[config.mk]
export PLATFORM = sky130hd
export DESIGN_NAME = mem_access_stage
export DESIGN_NICKNAME = d
export VERILOG_FILES = /design/src/rtl/pipelinedefs.sv /design/src/rtl/mem_lane_fmt.sv /design/src/rtl/mem_access_stage.sv
export SDC_FILE = /design/constraint.sdc
export NUM_CORES = 1
export LEC_CHECK = 0
export BUFFER_PORTS_ARGS = -buffer_cell sky130_fd_sc_hd__buf_2
export CAP_MARGIN = 30
export CORE_AREA = 8 8 136 170
export CTS_CLUSTER_DIAMETER = 150
export DETAILED_ROUTE_END_ITERATION = 10
export DIE_AREA = 0 0 144 178
export PLACE_DENSITY = 0.85
export SLEW_MARGIN = 0
export SYNTH_ARGS = -nofsm -noshare
export SYNTH_HDL_FRONTEND = slang
export SYNTH_SLANG_ARGS = --single-unit
export TNS_END_PERCENT = 1
[constraint.sdc]
create_clock -name Clk -period 14.8 [get_ports Clk]
set_input_delay 1.48 -clock Clk [delete_from_list [all_inputs] [get_ports Clk]]
set_output_delay 1.48 -clock Clk [all_outputs]
set_load 0.02 [all_outputs]
[src/rtl/pipelinedefs.sv]
// Shared pipeline definitions: MA control field bit positions and access-size encodings.
package pipelinedefs;

  localparam int unsigned WB_W = 3;
  localparam int unsigned MA_W = 5;

  // Bit positions inside the 5-bit MA control field
  localparam int unsigned MA_EN   = 0;
  localparam int unsigned MA_RW   = 1;
  localparam int unsigned MA_SIZE = 2;  // two bits: [3:2]
  localparam int unsigned MA_UNS  = 4;

  typedef enum logic [1:0] {
    SZ_B   = 2'b00,
    SZ_H   = 2'b01,
    SZ_W   = 2'b10,
    SZ_RSV = 2'b11
  } size_e;

endpackage

[src/rtl/mem_lane_fmt.sv]
// Combinational lane logic for the MA stage.
//  Store side: replicates store data into lanes, decodes byte enables, flags misalignment / reserved size.
//  Load side : selects the addressed lane of the read word and sign- or zero-extends it.
// Ports:
//  st_size, st_off, st_src     store-side size, low address bits, 32-bit store source
//  wdata_c, be_c, fault_c      replicated write data, byte enables, alignment/size fault
//  ld_size, ld_off, ld_uns     load-side size, low address bits, unsigned flag
//  ld_rdata, ld_val_c          raw read word, formatted load result
module mem_lane_fmt
  import pipelinedefs::*;
#(
  parameter int unsigned DATA_W = 32
) (
  input  logic [1:0]                  st_size,
  input  logic [$clog2(DATA_W/8)-1:0] st_off,
  input  logic [31:0]                 st_src,
  output logic [DATA_W-1:0]           wdata_c,
  output logic [DATA_W/8-1:0]         be_c,
  output logic                        fault_c,
  input  logic [1:0]                  ld_size,
  input  logic [$clog2(DATA_W/8)-1:0] ld_off,
  input  logic                        ld_uns,
  input  logic [DATA_W-1:0]           ld_rdata,
  output logic [DATA_W-1:0]           ld_val_c
);

  localparam int unsigned NB    = DATA_W / 8;
  localparam int unsigned OFF_W = $clog2(NB);

  // Halfword / word lane bases: offset rounded down to the access size
  logic [OFF_W-1:0] st_off_h, st_off_w, ld_off_h, ld_off_w;
  assign st_off_h = st_off & ~OFF_W'(1);
  assign st_off_w = st_off & ~OFF_W'(3);
  assign ld_off_h = ld_off & ~OFF_W'(1);
  assign ld_off_w = ld_off & ~OFF_W'(3);

  // Store lanes and byte enables
  always_comb begin
    wdata_c = '0;
    be_c    = '0;
    fault_c = 1'b0;
    case (st_size)
      SZ_B: begin
        wdata_c = {NB{st_src[7:0]}};
        be_c    = NB'(1) << st_off;
      end
      SZ_H: begin
        wdata_c = {(DATA_W/16){st_src[15:0]}};
        be_c    = NB'(3) << st_off_h;
        fault_c = st_off[0];
      end
      SZ_W: begin
        wdata_c = {(DATA_W/32){st_src}};
        be_c    = NB'(15) << st_off_w;
        fault_c = |st_off[1:0];
      end
      default: fault_c = 1'b1;
    endcase
  end

  // Lane extraction for loads
  logic [7:0]  ld_b;
  logic [15:0] ld_h;
  logic [31:0] ld_w;
  assign ld_b = 8'(ld_rdata >> {ld_off, 3'b000});
  assign ld_h = 16'(ld_rdata >> {ld_off_h, 3'b000});
  assign ld_w = 32'(ld_rdata >> {ld_off_w, 3'b000});

  always_comb begin
    ld_val_c = '0;
    case (ld_size)
      SZ_B:    ld_val_c = ld_uns ? DATA_W'(ld_b) : DATA_W'($signed(ld_b));
      SZ_H:    ld_val_c = ld_uns ? DATA_W'(ld_h) : DATA_W'($signed(ld_h));
      SZ_W:    ld_val_c = ld_uns ? DATA_W'(ld_w) : DATA_W'($signed(ld_w));
      default: ld_val_c = '0;
    endcase
  end

endmodule

[src/rtl/mem_access_stage.sv]
// Memory-access pipeline stage between EX/MEM and MA/WB.
//  Issues byte/half/word accesses over a req/ack interface, stalls upstream while an access is
//  outstanding, raises miss on timeout and misaligned on alignment/size faults.
// Ports:
//  Clk, Rst                         clock, asynchronous active-high reset
//  in_valid, WB_in, MA_in, ...      EX/MEM instruction fields and store-data forwarding
//  mem_req/we/addr/wdata/be         registered memory request, held until mem_ack
//  mem_ack, mem_rdata               one-cycle completion with read data
//  stall                            combinational upstream freeze
//  out_valid, PC_out ... mem_out    registered MA/WB fields
//  EX_MEM_Rs2, EX_MEM_MA            combinational copies for the forwarding unit
//  miss, misaligned                 one-cycle fault pulses
module mem_access_stage
  import pipelinedefs::*;
#(
  parameter int unsigned DATA_W  = 32,
  parameter int unsigned REG_AW  = 5,
  parameter int unsigned TIMEOUT = 15
) (
  input  logic                  Clk,
  input  logic                  Rst,
  input  logic                  in_valid,
  input  logic [WB_W-1:0]       WB_in,
  input  logic [MA_W-1:0]       MA_in,
  input  logic [DATA_W-1:0]     ALU_rsl_in,
  input  logic [DATA_W-1:0]     Rs2_val,
  input  logic [REG_AW-1:0]     Rs2_address,
  input  logic [DATA_W-1:0]     PC_in,
  input  logic [REG_AW-1:0]     Rdst_in,
  input  logic [DATA_W-1:0]     mux_wb,
  input  logic                  OP1_MemS,
  output logic                  mem_req,
  output logic                  mem_we,
  output logic [DATA_W-1:0]     mem_addr,
  output logic [DATA_W-1:0]     mem_wdata,
  output logic [DATA_W/8-1:0]   mem_be,
  input  logic                  mem_ack,
  input  logic [DATA_W-1:0]     mem_rdata,
  output logic                  stall,
  output logic                  out_valid,
  output logic [DATA_W-1:0]     PC_out,
  output logic [REG_AW-1:0]     Rdst_out,
  output logic [DATA_W-1:0]     ALU_rsl_out,
  output logic [WB_W-1:0]       WB_out,
  output logic [DATA_W-1:0]     mem_out,
  output logic [REG_AW-1:0]     EX_MEM_Rs2,
  output logic [MA_W-1:0]       EX_MEM_MA,
  output logic                  miss,
  output logic                  misaligned
);

  localparam int unsigned NB    = DATA_W / 8;
  localparam int unsigned OFF_W = $clog2(NB);
  localparam int unsigned CNT_W = 8;

  typedef enum logic {ST_IDLE, ST_WAIT} state_e;

  state_e           state_q, state_d;
  logic [CNT_W-1:0] cnt_q, cnt_d;

  // Instruction fields held for the duration of an access
  logic [DATA_W-1:0] pc_q, alu_q;
  logic [REG_AW-1:0] rdst_q;
  logic [WB_W-1:0]   wb_q;
  logic [1:0]        ld_size_q;
  logic              ld_uns_q;

  logic              pass_c, fault_issue_c, issue_c, done_c, miss_c;
  logic [DATA_W-1:0] st_src, wdata_c, ld_val_c;
  logic [NB-1:0]     be_c;
  logic              fault_c;

  assign st_src     = OP1_MemS ? mux_wb : Rs2_val;
  assign EX_MEM_Rs2 = Rs2_address;
  assign EX_MEM_MA  = MA_in;

  mem_lane_fmt #(.DATA_W(DATA_W)) u_fmt (
    .st_size  (MA_in[MA_SIZE +: 2]),
    .st_off   (ALU_rsl_in[OFF_W-1:0]),
    .st_src   (st_src[31:0]),
    .wdata_c  (wdata_c),
    .be_c     (be_c),
    .fault_c  (fault_c),
    .ld_size  (ld_size_q),
    .ld_off   (alu_q[OFF_W-1:0]),
    .ld_uns   (ld_uns_q),
    .ld_rdata (mem_rdata),
    .ld_val_c (ld_val_c)
  );

  // State register
  always_ff @(posedge Clk or posedge Rst) begin
    if (Rst) begin
      state_q <= ST_IDLE;
      cnt_q   <= '0;
    end else begin
      state_q <= state_d;
      cnt_q   <= cnt_d;
    end
  end

  // Next state and per-cycle action strobes
  always_comb begin
    state_d       = state_q;
    cnt_d         = cnt_q;
    pass_c        = 1'b0;
    fault_issue_c = 1'b0;
    issue_c       = 1'b0;
    done_c        = 1'b0;
    miss_c        = 1'b0;
    case (state_q)
      ST_IDLE: begin
        cnt_d = '0;
        if (in_valid) begin
          if (!MA_in[MA_EN]) begin
            pass_c = 1'b1;
          end else if (fault_c) begin
            fault_issue_c = 1'b1;
          end else begin
            issue_c = 1'b1;
            state_d = ST_WAIT;
          end
        end
      end
      ST_WAIT: begin
        // Ack has priority over a timeout in the same cycle
        if (mem_ack) begin
          done_c  = 1'b1;
          state_d = ST_IDLE;
        end else if (cnt_q == CNT_W'(TIMEOUT)) begin
          miss_c  = 1'b1;
          state_d = ST_IDLE;
        end else begin
          cnt_d = cnt_q + CNT_W'(1);
        end
      end
      default: state_d = ST_IDLE;
    endcase
  end

  // Released in the completing cycle so upstream advances on the same edge
  assign stall = (state_q == ST_WAIT) && !done_c && !miss_c;

  // Memory request, latched instruction and MA/WB output registers
  always_ff @(posedge Clk or posedge Rst) begin
    if (Rst) begin
      mem_req     <= 1'b0;
      mem_we      <= 1'b0;
      mem_addr    <= '0;
      mem_wdata   <= '0;
      mem_be      <= '0;
      out_valid   <= 1'b0;
      PC_out      <= '0;
      Rdst_out    <= '0;
      ALU_rsl_out <= '0;
      WB_out      <= '0;
      mem_out     <= '0;
      miss        <= 1'b0;
      misaligned  <= 1'b0;
      pc_q        <= '0;
      alu_q       <= '0;
      rdst_q      <= '0;
      wb_q        <= '0;
      ld_size_q   <= '0;
      ld_uns_q    <= 1'b0;
    end else begin
      out_valid  <= 1'b0;
      miss       <= 1'b0;
      misaligned <= 1'b0;

      if (pass_c || fault_issue_c) begin
        out_valid   <= 1'b1;
        misaligned  <= fault_issue_c;
        PC_out      <= PC_in;
        Rdst_out    <= Rdst_in;
        ALU_rsl_out <= ALU_rsl_in;
        WB_out      <= fault_issue_c ? '0 : WB_in;
        mem_out     <= '0;
      end

      if (issue_c) begin
        mem_req   <= 1'b1;
        mem_we    <= MA_in[MA_RW];
        mem_addr  <= {ALU_rsl_in[DATA_W-1:OFF_W], OFF_W'(0)};
        mem_wdata <= wdata_c;
        mem_be    <= be_c;
        pc_q      <= PC_in;
        alu_q     <= ALU_rsl_in;
        rdst_q    <= Rdst_in;
        wb_q      <= WB_in;
        ld_size_q <= MA_in[MA_SIZE +: 2];
        ld_uns_q  <= MA_in[MA_UNS];
      end

      if (done_c || miss_c) begin
        mem_req     <= 1'b0;
        mem_we      <= 1'b0;
        mem_be      <= '0;
        out_valid   <= 1'b1;
        miss        <= miss_c;
        PC_out      <= pc_q;
        Rdst_out    <= rdst_q;
        ALU_rsl_out <= alu_q;
        WB_out      <= done_c ? wb_q : '0;
        mem_out     <= (done_c && !mem_we) ? ld_val_c : '0;
      end
    end
  end

endmodule

==> out/qor.csv, run 1 <==
metric,value,unit
# hold bufs at CTS,0,
fmax,0.2400,GHz
crit path max fanout,70,
sequential share of power,0.429,
Slew headroom,0.3494,
CTS buffer count,23,
Routed WL,32190,um
Layout Skew,0.01247,ns
minimum clock period,4.167,ns
Post-route DRC,0,
die height,178,um
CP Launch Type,primary input,
switching part of the total power,0.3475,
multi-input logic area,4626,um2
Slew @ Worst Pin,0.9758,ns
Post-synth EDFFs,0,
stages on the worst setup path,8,
hpwl dp,22910,um
critical path capture point type,flip-flop,
"delay-heaviest family, CP",buffers and inverters,
initial core utilization,0.5399,
pins over their slew limit,0,
slowest cell delay on critical path,0.58,ns
worst hold path depth,2,
GRT Total Usage,0.2443,
"commonest cells after routing, fill and taps aside","358 x buf_2, 276 x nand2_1, 229 x dfrtp_1",
Post-Syn Area,11040,um2
CTS resizes,0,
HP Class,flip-flop to flip-flop,
Synth Area per Inst,9.779,um2
worst hold path startpoint,pc_q[31]$_DFFE_PP0P_,
crit path kind,primary input to flip-flop,
critical path arrival,4.55,ns
CTS root buf,clkbuf_16,
sw power,0.6780,mW
1st-pass router iterations,5,
Final Wtd Congestion,0.9321,
setup TNS,0,ns
Die Wd,144,um
R2R Setup Slk,11.51,ns
via count,9444,
status,"complete, no violations",
global-route wire length before repair,50370,um
Final Setup Violations,0,
Max Cap Violations,0,
Routed Antenna Nets,0,
Crit path buffers/inverters,5,
number of fillers in the final layout,1618,
Final Core Density,0.6531,
yosys warns,0,
"most common cell after layout, fill and taps aside",buf_2,
Comb power frac,0.285,
residual overflow from global routing,0,
Post-Synthesis Cells,1129,
clock-pin slew on the worst setup and hold paths,0.06,ns
register area,5731,um2
Critical R2R Capture,ALU_rsl_out[2]$_DFFE_PP0P_,
Clock Sinks,229,
IO Count,371,
post-synthesis sequential area ratio,0.5190,
Hold Path End,pc_q[31]$_DFFE_PP0P_,
die footprint,25630,um2
reg-to-reg startpoint,state_q$_DFF_PP0_,
final worst-path cycle share,0.2816,
pwr dens,146.1,nW/um2
maximum vdd ir drop,0.0001129,V
wire per inst,19.06,um
initial antenna violation count,5,
Max clock buf depth,3,
CP Data Required Time,15.18,ns
"Top FF cell, synth",dfrtp_1,
WHS,0.4732,ns
row count,59,
RSZ-0062 raised after global routing,false,
Core ar.,20450,um2
H-tree depth,1,
clock power share,0.286,
r2r worst-path depth,6,
Area Overhead vs Synth,20.95,%
worst-skew pair later-pin latency,0.50,ns
synthesized flop and latch total,229,
final hold violation count,0,
largest net degree at the start of global routing,97,
CTS tree,yes,
initial DRC count,554,
CP max stage cell,buf_4,
vias in the first global route,9653,
Yosys cell types,56,
crit-path cells,"buf_2, inv_1, a311o_2, buf_4, and2_4, buf_4, inv_1, mux2_2",
P_int,1.273,mW
drt via density,5.591,
share of cells above drive strength 1,0.3064,
async set-reset flop share out of synthesis,1.000,
"Setup Fix Bufs, Post-CTS",0,
Nets,1580,
LEAKAGE,7.287,nW
IO Port Bufs,358,
-- cells in the mapped netlist (all sizes together), types with 4 or more instances --
master | n | area (um2)
clkbuf | 48 | 180.2
o2bb2ai | 26 | 227.7
o31ai | 9 | 67.56
or3 | 4 | 25.02
o22ai | 5 | 31.28
nand3 | 76 | 380.4
and3 | 6 | 37.54
mux2 | 17 | 191.4
xor2 | 4 | 35.03
a21oi | 11 | 55.05
o21ai | 95 | 475.5
nor2 | 19 | 71.32
dfrtp | 229 | 5731
inv | 6 | 22.52
o21a | 9 | 67.56
and2 | 12 | 77.57
nand2 | 276 | 1036
a221oi | 8 | 70.07
a22oi | 17 | 127.6
o221ai | 8 | 70.07
nor2b | 4 | 25.02
mux2i | 106 | 1061
a221o | 5 | 50.05
buf | 81 | 515.5
a31oi | 5 | 31.28
-- worst reg2reg max path, cell delays in order, from the launching register on --
cell,delay [ns]
dfrtp_1,0.52
and2_1,0.36
a31oi_4,0.20
buf_4,0.70
buf_4,0.92
mux2i_1,0.33
o21ai_0,0.12
-- worst max path at each step --
stage	start	end	slack [ns]
global placement	MA_in[2]	WB_out[2]$_DFFE_PP0P_	10.17
CTS	MA_in[2]	WB_out[2]$_DFFE_PP0P_	10.60
finish	MA_in[2]	WB_out[2]$_DFFE_PP0P_	10.63
detailed placement	MA_in[2]	WB_out[2]$_DFFE_PP0P_	10.07
floorplan	Rst	ALU_rsl_out[0]$_DFFE_PP0P_	7.04
global route	MA_in[2]	WB_out[2]$_DFFE_PP0P_	10.36
-- cell families (layout without fill, tap and decap cells) --
family                     count (synthesis)  in the layout  synth area share
other                                      1              7         0.0003397
buffers and inverters                    136            416           0.06539
and+or+nand+nor                          413            413            0.1608
adders and majority gates                  1              1          0.001133
xor gates and xnor gates                   5              5          0.003966
DFF                                      229            229            0.5190
muxes                                    125            125            0.1175
AOI/OAI and AO/OA                        219            219            0.1318
-- per-stage QoR --
step / cells / setup slack, ns / power, mW / area [um2]
2_1_floorplan: 1130 / 7.044 / 1.216 / 11040
3_3_place_gp: 1643 / 10.17 / 1.381 / 12600
3_5_place_dp: 1645 / 10.07 / 1.404 / 12630
4_1_cts: 1684 / 10.60 / 1.965 / 13340
5_1_grt: 1688 / 10.36 / 2.046 / 13350
6_report: 1689 / 10.63 / 1.951 / 13350
-- sequential cells by signal (all words and copies together) (netlist names), 3 cells and up --
register / cells
PC_out: 32
mem_wdata: 32
WB_out: 3
mem_out: 32
alu_q: 32
rdst_q: 5
pc_q: 32
mem_be: 4
wb_q: 3
cnt_q: 8
ALU_rsl_out: 32
Rdst_out: 5
-- power by group through the flow --
stage | Combinational (mW) | Sequential (mW) | Clock [mW]
floorplan | 0.288 | 0.928 | 0
global placement | 0.542 | 0.839 | 0
detailed placement | 0.558 | 0.846 | 0
CTS | 0.561 | 0.837 | 0.567
global route | 0.606 | 0.853 | 0.587
finish | 0.556 | 0.838 | 0.557
-- per-layer routing --
metal  share of wire  GRT usage  wire length, um  vias up
li1                -          -                -     4437
met1            0.38     0.2934            12210     4523
met2            0.51     0.4191            16370      387
met3           0.068    0.04419             2192       95
met4           0.044     0.1098             1404        2
met5         0.00037          0               12        -
-- area by class of cell --
class	count	area share
clock inverters	5	0.003748
repair buffers	370	0.1424
flip-flops and latches	229	0.4291
diodes	5	0.0009369
inverters	7	0.002530
clock buffers	34	0.04919
well taps	274	0.02567
multi-input cells	765	0.3464
(Power assumes the default switching activity.)
==> run 2: changes to the inputs <==
- CORE_AREA: 8 8 136 170 -> 8 8 141 176
- DIE_AREA: 0 0 144 178 -> 0 0 149 184
- PLACE_DENSITY: 0.85 -> 0.8
- clock period: 14.8 -> 4.28 ns (I/O delays scaled with it)
==> out/qor.csv, run 2 (synthesized netlist as in run 1, its figures left out) <==
metric,value,unit,change
Crit path buffers/inverters,0,,-5
fmax,0.3768,GHz,
CP Data Required Time,4.73,ns,-10.45 ns
global-route wire length before repair,50960,um,+1.2%
Area Overhead vs Synth,22.84,%,
sw power,2.411,mW,+260%
stages on the worst setup path,4,,-4
"Setup Fix Bufs, Post-CTS",0,,unchanged
slowest cell delay on critical path,0.69,ns,+0.11 ns
drt via density,5.527,,-1.1%
CP Launch Type,flip-flop,,
Clock Sinks,229,,unchanged
row count,61,,+3.4%
CP max stage cell,nand2_1,,
largest net degree at the start of global routing,143,,+47%
residual overflow from global routing,0,,unchanged
die footprint,27420,um2,+7.0%
worst-skew pair later-pin latency,0.52,ns,+0.02 ns
pwr dens,525.8,nW/um2,+260%
Nets,1583,,+0.19%
P_int,4.719,mW,+270%
hpwl dp,23010,um,+0.43%
Final Setup Violations,0,,unchanged
"commonest cells after routing, fill and taps aside","358 x buf_2, 276 x nand2_1, 229 x dfrtp_1",,
initial antenna violation count,4,,-1
crit-path cells,"and2_1, nand2_1, nor2_1, a221o_1",,
CTS buffer count,25,,+8.7%
"most common cell after layout, fill and taps aside",buf_2,,
CTS root buf,clkbuf_16,,
share of cells above drive strength 1,0.3124,,+0.006029
vias in the first global route,9499,,-1.6%
Final Wtd Congestion,0.8654,,-7.2%
Worst Slack Setup Final,1.626,ns,-9.007 ns
GRT Total Usage,0.2281,,-0.01613
Comb power frac,0.271,,-0.014
# hold bufs at CTS,0,,unchanged
Die Wd,149,um,+3.5%
RSZ-0062 raised after global routing,false,,
switching part of the total power,0.3382,,-0.009276
minimum clock period,2.654,ns,
critical path arrival,3.11,ns,-1.44 ns
critical path capture point type,flip-flop,,
reg-to-reg startpoint,state_q$_DFF_PP0_,,
Routed Antenna Nets,0,,unchanged
Core ar.,21980,um2,+7.5%
crit path kind,flip-flop to flip-flop,,
setup TNS,0,ns,unchanged
Slew headroom,0.3496,,about the same
pins over their slew limit,0,,unchanged
sequential share of power,0.405,,-0.024
clock power share,0.324,,+0.038
clock-pin slew on the worst setup and hold paths,0.06,ns,about the same
IO Count,371,,unchanged
CTS resizes,0,,unchanged
HP Class,primary input to asynchronous set/reset pin,,
1st-pass router iterations,6,,+1
status,"complete, no violations",,
crit path launch,state_q$_DFF_PP0_,,
die height,184,um,+3.4%
Max clock buf depth,3,,unchanged
final hold violation count,0,,unchanged
initial core utilization,0.5023,,-0.03765
Slew @ Worst Pin,0.9733,ns,-0.002584 ns
final worst-path cycle share,0.6201,,
initial DRC count,530,,-4.3%
LEAKAGE,7.387,nW,+1.4%
Post-route DRC,0,,unchanged
Max Cap Violations,0,,unchanged
crit path max fanout,27,,-61%
CTS tree,yes,,
IO Port Bufs,358,,unchanged
maximum vdd ir drop,0.0003584,V,+220%
wire per inst,19.03,um,-0.14%
Routed WL,32440,um,+0.80%
"delay-heaviest family, CP",simple AND/OR/NAND/NOR gates,,
Layout Skew,0.01066,ns,-0.001812 ns
via count,9424,,-0.21%
H-tree depth,1,,unchanged
Post-Place Setup Slack,1.613,ns,-8.461 ns
r2r worst-path depth,4,,-2
run 2: cell count changes in the layout (fill, tap and decap cells not counted), sizes merged:
cell	before	now
clkbuf	34	32
diode	5	4
clkinv	5	9
buf	370	371
bufinv	1	5
clkinvlp	0	1
run 2: worst paths after layout:
kind                                              to  slack (ns)
max in group asynchronous   ld_size_q[0]$_DFFE_PP0P_        3.41
max                           mem_out[3]$_DFFE_PP0P_        1.63
min in group Clk                pc_q[16]$_DFFE_PP0P_        0.11
min reg2reg                mem_wdata[15]$_DFFE_PP0P_        0.47
min                           PC_out[30]$_DFFE_PP0P_        0.06
max reg2reg                   mem_out[3]$_DFFE_PP0P_        1.63
run 2: area by class of cell:
cell class,count,area (um2)
clock buffers,32,681.9
fillers,1825,8419
well taps,283,354.1
multi-input cells,765,4626
diodes,4,10.01
clock inverters,14,202.7
flip-flops and latches,229,5731
repair buffers,371,1927
inverters,7,30.03
run 2: metrics by stage:
| stage | total power [mW] | hold WS [ns] | cell area (um2) | util | instances |
|---|---|---|---|---|---|
| finish | 7.131 | 0.06061 | 13560 | 0.6170 | 1705 |
| CTS | 7.181 | 0.08821 | 13540 | 0.6162 | 1700 |
| global placement | 4.794 | 0.4505 | 12660 | 0.5759 | 1654 |
| detailed placement | 4.854 | 0.4592 | 12660 | 0.5759 | 1654 |
| global route | 7.469 | 0.1118 | 13560 | 0.6170 | 1705 |
| floorplan | 4.205 | 0.4450 | 11050 | - | 1130 |
run 2: power by group through the flow:
stage                     combinational (mW)  sequential, mW  clock [mW]
after CTS                               1.95            2.88        2.35
after global routing                    2.09            2.94        2.43
after detailed placement                1.94            2.92           0
final                                   1.93            2.89        2.31
after global placement                  1.90            2.90           0
after floorplan                        0.997            3.21           0
run 2: layer usage:
metal,up-vias,share of wire,GRT usage
met5,-,0,0
met4,0,0.040,0.1081
met3,92,0.066,0.04212
met2,375,0.50,0.3813
met1,4522,0.39,0.2801
li1,4435,-,-
run 2: worst min-delay path, cell delays in order:
cell and delay, ns:
buf_2 0.11, clkinvlp_4 0.10, buf_12 0.38
==> run 3: changes to the inputs <==
- clock period: 4.28 -> 2.5 ns (I/O delays scaled with it)
==> out/qor.csv, run 3 (synthesized netlist as in run 1, its figures left out) <==
metric,value,unit,change
Post-DP Area,12870,um2,+1.7%
Comb power frac,0.286,,+0.015
clock power share,0.309,,-0.015
share of cells above drive strength 1,0.3048,,-0.007631
Final Setup Violations,0,,unchanged
Max clock buf depth,3,,unchanged
hpwl dp,23800,um,+3.4%
maximum vdd ir drop,0.0006075,V,+69%
"commonest cells after routing, fill and taps aside","358 x buf_2, 276 x nand2_1, 229 x dfrtp_1",,
status,"complete, no violations",,
drt via density,5.564,,+0.67%
CP Launch Type,flip-flop,,
Post-Layout Cell Count,1790,,+5.0%
sequential share of power,0.405,,about the same
Clock Sinks,229,,unchanged
"Design Area, Final",14470,um2,+6.7%
"Setup Fix Bufs, Post-CTS",0,,unchanged
Slew headroom,0.4575,,+0.1079
pins over their slew limit,0,,unchanged
placed cell count,1672,,+1.1%
critical path capture point type,output port,,
minimum clock period,2.337,ns,
Die Wd,149,um,unchanged
H-tree depth,1,,unchanged
P_int,8.044,mW,+70%
global-route wire length before repair,56370,um,+11%
initial core utilization,0.5023,,unchanged
CTS root buf,clkbuf_16,,
clock-pin slew on the worst setup and hold paths,0.07,ns,about the same
worst hold path depth,3,,
RSZ-0062 raised after global routing,false,,
Core ar.,21980,um2,unchanged
crit path max fanout,6,,-78%
final worst-path cycle share,0.9346,,
IO Port Bufs,358,,unchanged
fmax,0.4280,GHz,
die height,184,um,unchanged
"most common cell after layout, fill and taps aside",buf_2,,
wire per inst,19.57,um,+2.9%
Routed WL,35040,um,+8.0%
Area Overhead vs Synth,31.09,%,
Final Wtd Congestion,0.8725,,+0.82%
Slew @ Worst Pin,0.8138,ns,-0.1595 ns
GRT Total Usage,0.2517,,+0.02361
Max Cap Violations,0,,unchanged
CTS tree,yes,,
r2r worst-path depth,7,,+3
final hold violation count,0,,unchanged
sw power,4.195,mW,+74%
LEAKAGE,7.788,nW,+5.4%
largest net degree at the start of global routing,111,,-22%
CP Data Required Time,2.25,ns,-2.48 ns
via count,9960,,+5.7%
crit path kind,flip-flop to output port,,
HP Class,primary input to flip-flop,,
IO Count,371,,unchanged
initial antenna violation count,3,,-1
CTS buffer count,24,,-4.0%
Post-route DRC,0,,unchanged
Nets,1674,,+5.7%
die footprint,27420,um2,unchanged
worst-skew pair later-pin latency,0.53,ns,about the same
1st-pass router iterations,5,,-1
vias in the first global route,10590,,+12%
switching part of the total power,0.3428,,+0.004570
pwr dens,845.7,nW/um2,+61%
initial DRC count,646,,+22%
Layout Skew,0.02096,ns,+0.01030 ns
row count,61,,unchanged
critical path arrival,2.09,ns,-1.02 ns
residual overflow from global routing,0,,unchanged
Routed Antenna Nets,0,,unchanged
## run 3: worst paths after layout
check | startpoint | to | slack (ns)
max | cnt_q[0]$_DFFE_PP0P_ | stall | 0.16
min | mem_rdata[12] | mem_out[12]$_DFFE_PP0P_ | 0.04
max reg2reg | cnt_q[0]$_DFFE_PP0P_ | ALU_rsl_out[30]$_DFFE_PP0P_ | 0.32
min reg2reg | mem_wdata[7]$_DFFE_PP0P_ | mem_wdata[7]$_DFFE_PP0P_ | 0.47
max in group asynchronous | Rst | mem_wdata[16]$_DFFE_PP0P_ | 1.26
min in group asynchronous | Rst | PC_out[17]$_DFFE_PP0P_ | 0.31
## run 3: layout make-up
class / count / area (um2)
fillers: 1682 / 7508
clock inverters: 11 / 168.9
well taps: 283 / 354.1
flip-flops and latches: 229 / 5731
diodes: 1 / 2.502
multi-input cells: 765 / 4629
repair buffers: 463 / 2890
inverters: 7 / 30.03
clock buffers: 31 / 666.9
## run 3: metal layers
| layer | vias to the layer above | part of all wire | GRT usage |
|---|---|---|---|
| li1 | 4606 | - | - |
| met1 | 4807 | 0.38 | 0.2936 |
| met2 | 427 | 0.50 | 0.4243 |
| met3 | 116 | 0.074 | 0.06182 |
| met4 | 4 | 0.046 | 0.1259 |
| met5 | - | 0.00074 | 0 |
## run 3: stage by stage
step | setup WS, ns | utilization | setup TNS, ns | hold WS (ns) | power [mW]
final | 0.1634 | 0.6584 | 0 | 0.04239 | 12.24
after global routing | 0.05633 | 0.6584 | 0 | 0.05178 | 12.86
after CTS | 0.03994 | 0.6572 | 0 | 0.02890 | 12.29
after detailed placement | 0.3951 | 0.5855 | 0 | 0.2912 | 8.377
after global placement | 0.4107 | 0.5848 | 0 | 0.2858 | 8.241
after floorplan | -0.7440 | - | -170.37 | 0.3164 | 7.199
## run 3: power by group through the flow
stage               Clock, mW  Combinational (mW)  Sequential [mW]
global placement            0                3.29             4.95
CTS                      3.86                3.49             4.94
finish                   3.79                3.50             4.96
global route             4.01                3.81             5.05
detailed placement          0                3.38             5.00
floorplan                   0                1.71             5.49
## run 3: repair_timing
| item | CTS | global route |
|---|---|---|
| setup endpoints to repair | 0 | 1 |
| endpoints found under the hold margin | 90 | 0 |
| resized for setup | 0 | 1 |
| hold buffers | 74 | 0 |
## run 3: worst max-delay path, stage by stage (launching register included)
cell and delay [ns]:
dfrtp_1 0.41, ha_1 0.22, and3_1 0.27, a21oi_2 0.27, and2_1 0.21, buf_2 0.18
